<file path="config.mk">
export PLATFORM = sky130hd
export DESIGN_NAME = fetch_queue
export DESIGN_NICKNAME = d
export VERILOG_FILES = /design/src/rtl/fetch_queue.sv
export SDC_FILE = /design/constraint.sdc
export NUM_CORES = 1
export LEC_CHECK = 0
export CAP_MARGIN = 20
export CORE_UTILIZATION = 54
export CTS_CLUSTER_SIZE = 20
export DETAILED_ROUTE_END_ITERATION = 7
export PLACE_DENSITY = 0.81
export SLEW_MARGIN = 5
export SYNTH_ARGS = -nofsm -noshare
export SYNTH_HDL_FRONTEND = slang
export SYNTH_SLANG_ARGS = --single-unit
</file>
<file path="constraint.sdc">
create_clock -name clk -period 6.86 [get_ports clk]
set_clock_uncertainty 0.1 [all_clocks]
set_input_delay 1.372 -clock clk [delete_from_list [all_inputs] [get_ports clk]]
set_output_delay 1.372 -clock clk [all_outputs]
set_load 0.05 [all_outputs]
</file>
<file path="src/rtl/fetch_queue.sv">
`default_nettype none
// +--------------------------------------------------------------------------+
// | fetch_queue: instruction prefetch FIFO with redirect (flush) support.     |
// | Optional same-cycle forwarding of a beat into an empty queue:             |
// | define FETCH_BYPASS_EN.                                                   |
// | Revision: 1.0                                                             |
// +--------------------------------------------------------------------------+
module fetch_queue #(
  parameter int DEPTH = 4
) (
  input  logic        clk,
  input  logic        rst,
  input  logic [15:0] RST_VEC,
  output logic [15:0] MAB,
  output logic        mem_rd,
  input  logic        mem_rdy,
  input  logic [15:0] MDB_in,
  input  logic        flush,
  input  logic [15:0] flush_pc,
  output logic [15:0] ir_out,
  output logic [15:0] ir_pc,
  output logic        ir_valid,
  input  logic        ir_ready
);

  localparam int AW = (DEPTH > 1) ? $clog2(DEPTH) : 1;
  localparam int CW = $clog2(DEPTH) + 1;
  localparam logic [CW-1:0] c_depth = CW'(DEPTH);

  typedef enum logic [1:0] {
    S_LOAD  = 2'd0,
    S_FETCH = 2'd1,
    S_FULL  = 2'd2
  } state_t;

  state_t        r_state, w_state_nxt;
  logic [15:0]   r_pc, w_pc_nxt;
  logic [CW-1:0] r_count, w_count_nxt;
  logic [AW-1:0] r_wptr, r_rptr, w_wptr_nxt, w_rptr_nxt;
  logic [15:0]   r_data [DEPTH];
  logic [15:0]   r_addr [DEPTH];
  logic          w_beat, w_push, w_pop, w_bypass, w_has_head;

  always_comb begin
    w_has_head = (r_count != '0);
    mem_rd     = (r_state == S_FETCH) && (r_count < c_depth) && !flush;
    MAB        = r_pc;
    w_beat     = mem_rd && mem_rdy;
`ifdef FETCH_BYPASS_EN
    w_bypass   = w_beat && !w_has_head;
`else
    w_bypass   = 1'b0;
`endif
    w_pop      = w_has_head && ir_ready;
    // A forwarded word the pipeline takes immediately never enters storage
    w_push     = w_beat && !(w_bypass && ir_ready);

    ir_valid   = w_has_head || w_bypass;
    ir_out     = 16'h0000;
    ir_pc      = 16'h0000;
    if (w_has_head) begin
      ir_out = r_data[r_rptr];
      ir_pc  = r_addr[r_rptr];
    end else if (w_bypass) begin
      ir_out = MDB_in;
      ir_pc  = r_pc;
    end
  end

  always_comb begin
    w_state_nxt = r_state;
    w_pc_nxt    = r_pc;
    w_count_nxt = r_count;
    w_wptr_nxt  = r_wptr;
    w_rptr_nxt  = r_rptr;
    case (r_state)
      S_LOAD: begin
        w_pc_nxt    = RST_VEC & 16'hFFFE;
        w_state_nxt = S_FETCH;
      end
      S_FETCH, S_FULL: begin
        w_count_nxt = r_count + CW'(w_push) - CW'(w_pop);
        if (w_push) w_wptr_nxt = r_wptr + AW'(1);
        if (w_pop)  w_rptr_nxt = r_rptr + AW'(1);
        if (w_beat) w_pc_nxt = r_pc + 16'd2;
        w_state_nxt = (w_count_nxt == c_depth) ? S_FULL : S_FETCH;
      end
      default: w_state_nxt = S_LOAD;
    endcase
    // Redirect wins over everything, including the reset-vector load
    if (flush) begin
      w_count_nxt = '0;
      w_wptr_nxt  = '0;
      w_rptr_nxt  = '0;
      w_pc_nxt    = flush_pc & 16'hFFFE;
      w_state_nxt = S_FETCH;
    end
  end

  always_ff @(posedge clk or negedge rst) begin
    if (!rst) begin
      r_state <= S_LOAD;
      r_pc    <= 16'h0000;
      r_count <= '0;
      r_wptr  <= '0;
      r_rptr  <= '0;
    end else begin
      r_state <= w_state_nxt;
      r_pc    <= w_pc_nxt;
      r_count <= w_count_nxt;
      r_wptr  <= w_wptr_nxt;
      r_rptr  <= w_rptr_nxt;
    end
  end

  // Storage is only observed through the count-gated head mux, so no reset
  always_ff @(posedge clk) begin
    if (w_push) begin
      r_data[r_wptr] <= MDB_in;
      r_addr[r_wptr] <= r_pc;
    end
  end

endmodule
`default_nettype wire

</file>
==> results_dict.tcl <==
set metrics [dict create \
    drt_iter0_markers 249 \
    slew_headroom 0.420 \
    io_pins 103 \
    grtUsageTotal 0.216 \
    die_area_um2 12200 \
    initial_core_util 0.556 \
    synth_edf_count 124 \
    holdCritPathClass "flip-flop to flip-flop" \
    rsz0062_at_grt "no" \
    ant_nets 0 \
    power_density_nw_per_um2 452 \
    grt_pass1_vias 4003 \
    rrSetupSlack_ns 3.66 \
    dpl_worst_slack_ns 1.95 \
    path_clk_slew_ns 0.06 \
    synth_ff_type "edfxtp_1" \
    post_drt_wl_per_cell_um 19.1 \
    total_power_uw 3660 \
    fmax_mhz 203 \
    start_kind "input pin" \
    cts_tree "yes" \
    r2r_cells 11 \
    yosys_warnings 0 \
    postCtsSetupBuffers 0 \
    tightest_slew_ns 0.867 \
    hold_buffers 0 \
    ir_worst_vdd_uv 283 \
    drcViolationCount 0 \
    viasPerCell 5.79 \
    path_cells "clkdlybuf4s50_1, nor3b_1, clkdlybuf4s50_1" \
    yosys.area.top_type_share 0.586 \
    fin_nets 556 \
    diodes 0 \
    synthArstFlopShare 0.162 \
    crit_slowest_cell "clkdlybuf4s50_1" \
    synth_top_cell_by_area "edfxtp_1" \
    critPathMaxFanout 25 \
    yosysSeqAreaShare 0.681 \
    routed-via-count 3750 \
    ys_seq_elements 148 \
    synth.avg_cell_area_um2 16.2 \
    critPathRequiredTime_ns 5.39 \
    critPathKind "input pin to output pin" \
    globalplace.congestion 0.827 \
    hold_slack_ns 0.478 \
    row_count 39 \
    dp_hpwl_um 7630 \
    crit_path_end_kind "output pin" \
    leakage_uw 0.00278 \
    crit_top_cell "clkdlybuf4s50_1" \
    cts.path.max_buffers 2 \
    dr.pass1.iters 4 \
    cap_violations 0 \
    netlist_area_um2 6350 \
    drive_gt1_frac 0.154 \
    ys_types 46 \
    port_buffers 98 \
    dieWidth_um 110 \
    coreArea_um2 11400 \
    antenna_found_initial 0 \
    cts_inserted_buffers 17 \
    fin_cells 648 \
    grt_pass1_wl_um 20100 \
    insertion_delay_ns 0.41 \
    critPathMaxStageDelay_ns 0.86 \
    placed_cells 614 \
    die_h_um 110 \
    cts-root-buf "clkbuf_16" \
    layout_setup_ws_ns 1.94 \
    cts.sinks 148 \
    yosys-top-cells-area "edfxtp_1 59%, mux4_2 11%, dfrtp_1 9.5%" \
    grt_max_degree 36 \
    status "finished clean" \
    netlist_instances 392 \
    layout_min_cycle_time_ns 4.92 \
    cts_resized 0 \
    drt-total-wl_um 12400 \
    cp.arrival_ns 3.45 \
    holdPathStages 2 \
    overflow 0 \
    finalCritPeriodShare 0.717 \
    finalHoldViolCount 0 \
    area_growth_pct 27.6 \
    htreeDepth 4 \
    setup_tns_ns 0 \
    final_max_slew_viol_count 0 \
    finalSetupViolations 0 \
]
placed cells by master (no fill, tap or decap), drive strengths merged, types with 3 or more instances in the layout:
cell,Yosys,layout
a211oi,3,3
a21oi,23,23
a41oi,3,3
and2,38,38
and4,5,5
buf,11,8
bufinv,0,3
clkbuf,15,18
clkdlybuf4s50,0,98
clkinv,0,8
clkinvlp,0,3
dfrtp,24,24
edfxtp,124,124
ha,10,10
inv,11,11
mux2i,3,3
mux4,31,31
nand2,14,14
nand2b,3,3
nand3,8,8
nand4,4,4
nor2,12,12
o21ai,3,3
o22a,7,7
o22ai,9,9
xor2,4,4
area by class of cell:
| cell class | instances | area (um^2) |
|---|---|---|
| inverters | 11 | 41.3 |
| multi-input cells | 208 | 1890 |
| flip-flops and latches | 148 | 4330 |
| clock inverters | 14 | 163 |
| well taps | 143 | 179 |
| repair buffers | 106 | 1080 |
| clock buffers | 18 | 429 |
| fillers | 777 | 3310 |
routing by layer:
layer / global-route usage / vias up / share of wire
li1: - / 1722 / -
met3: 0.0582 / 10 / 0.055
met4: 0.0809 / 0 / 0.0099
met1: 0.278 / 1880 / 0.42
met2: 0.355 / 138 / 0.51
met5: 0 / - / 0
cell usage after synthesis (3+ instances only):
cell type / number
edfxtp_1: 124
and2_1: 38
mux4_2: 31
dfrtp_1: 24
a21oi_1: 23
clkbuf_1: 15
nand2_1: 14
nor2_1: 12
ha_1: 10
inv_1: 10
o22ai_1: 9
nand3_1: 8
o22a_1: 7
and4_1: 5
buf_1: 5
buf_2: 4
nand4_1: 4
xor2_1: 4
a211oi_1: 3
a41oi_1: 3
mux2i_1: 3
nand2b_1: 3
o21ai_0: 3
per-stage QoR:
step	cell area (um^2)	util
2_1_floorplan	6350	-
3_3_place_gp	7450	0.652
3_5_place_dp	7460	0.653
4_1_cts	8050	0.705
5_1_grt	8100	0.710
6_report	8100	0.710
worst paths after layout:
check,startpoint,endpoint
min in group asynchronous,rst,r_state[1]
min,r_wptr[1],r_wptr[1]
max reg2reg,r_count[2],r_state[0]
max in group asynchronous,rst,r_rptr[0]
max,flush,mem_rd
min reg2reg,r_wptr[1],r_wptr[1]
worst max-delay path: cells and delay by family:
family / cells / cell delay (ns)
buffers and inverters: 2 / 1.71
and+or+nand+nor: 1 / 0.37
flip-flops by register name, summed over array words and instances (netlist names):
| signal | count |
|---|---|
| MAB | 15 |
| r_addr | 60 |
| r_count | 3 |
| r_data | 64 |
| r_rptr | 2 |
| r_state | 2 |
| r_wptr | 2 |
power by group:
part | internal (uW) | leakage [uW] | total (uW) | switching (uW)
logic | 573 | 0.00109 | 1450 | 880
registers | 1140 | 0.00141 | 1300 | 153
clock network | 569 | 0.000283 | 914 | 345
total | 2280 | 0.00278 | 3660 | 1380
cells by family (layout without fill, tap and decap cells):
logic type / Yosys count / after routing / synth area share
adder cells (fa/ha/maj): 11 / 11 / 0.0229
AND/OR/NAND/NOR: 98 / 98 / 0.0893
multiplexers: 35 / 35 / 0.117
XOR/XNOR: 6 / 6 / 0.00828
other: 1 / 2 / 0.000591
AO/OA/AOI/OAI: 56 / 56 / 0.0571
buffers and inverters: 37 / 149 / 0.0238
flip-flops: 148 / 148 / 0.681
(Power assumes the default switching activity.)
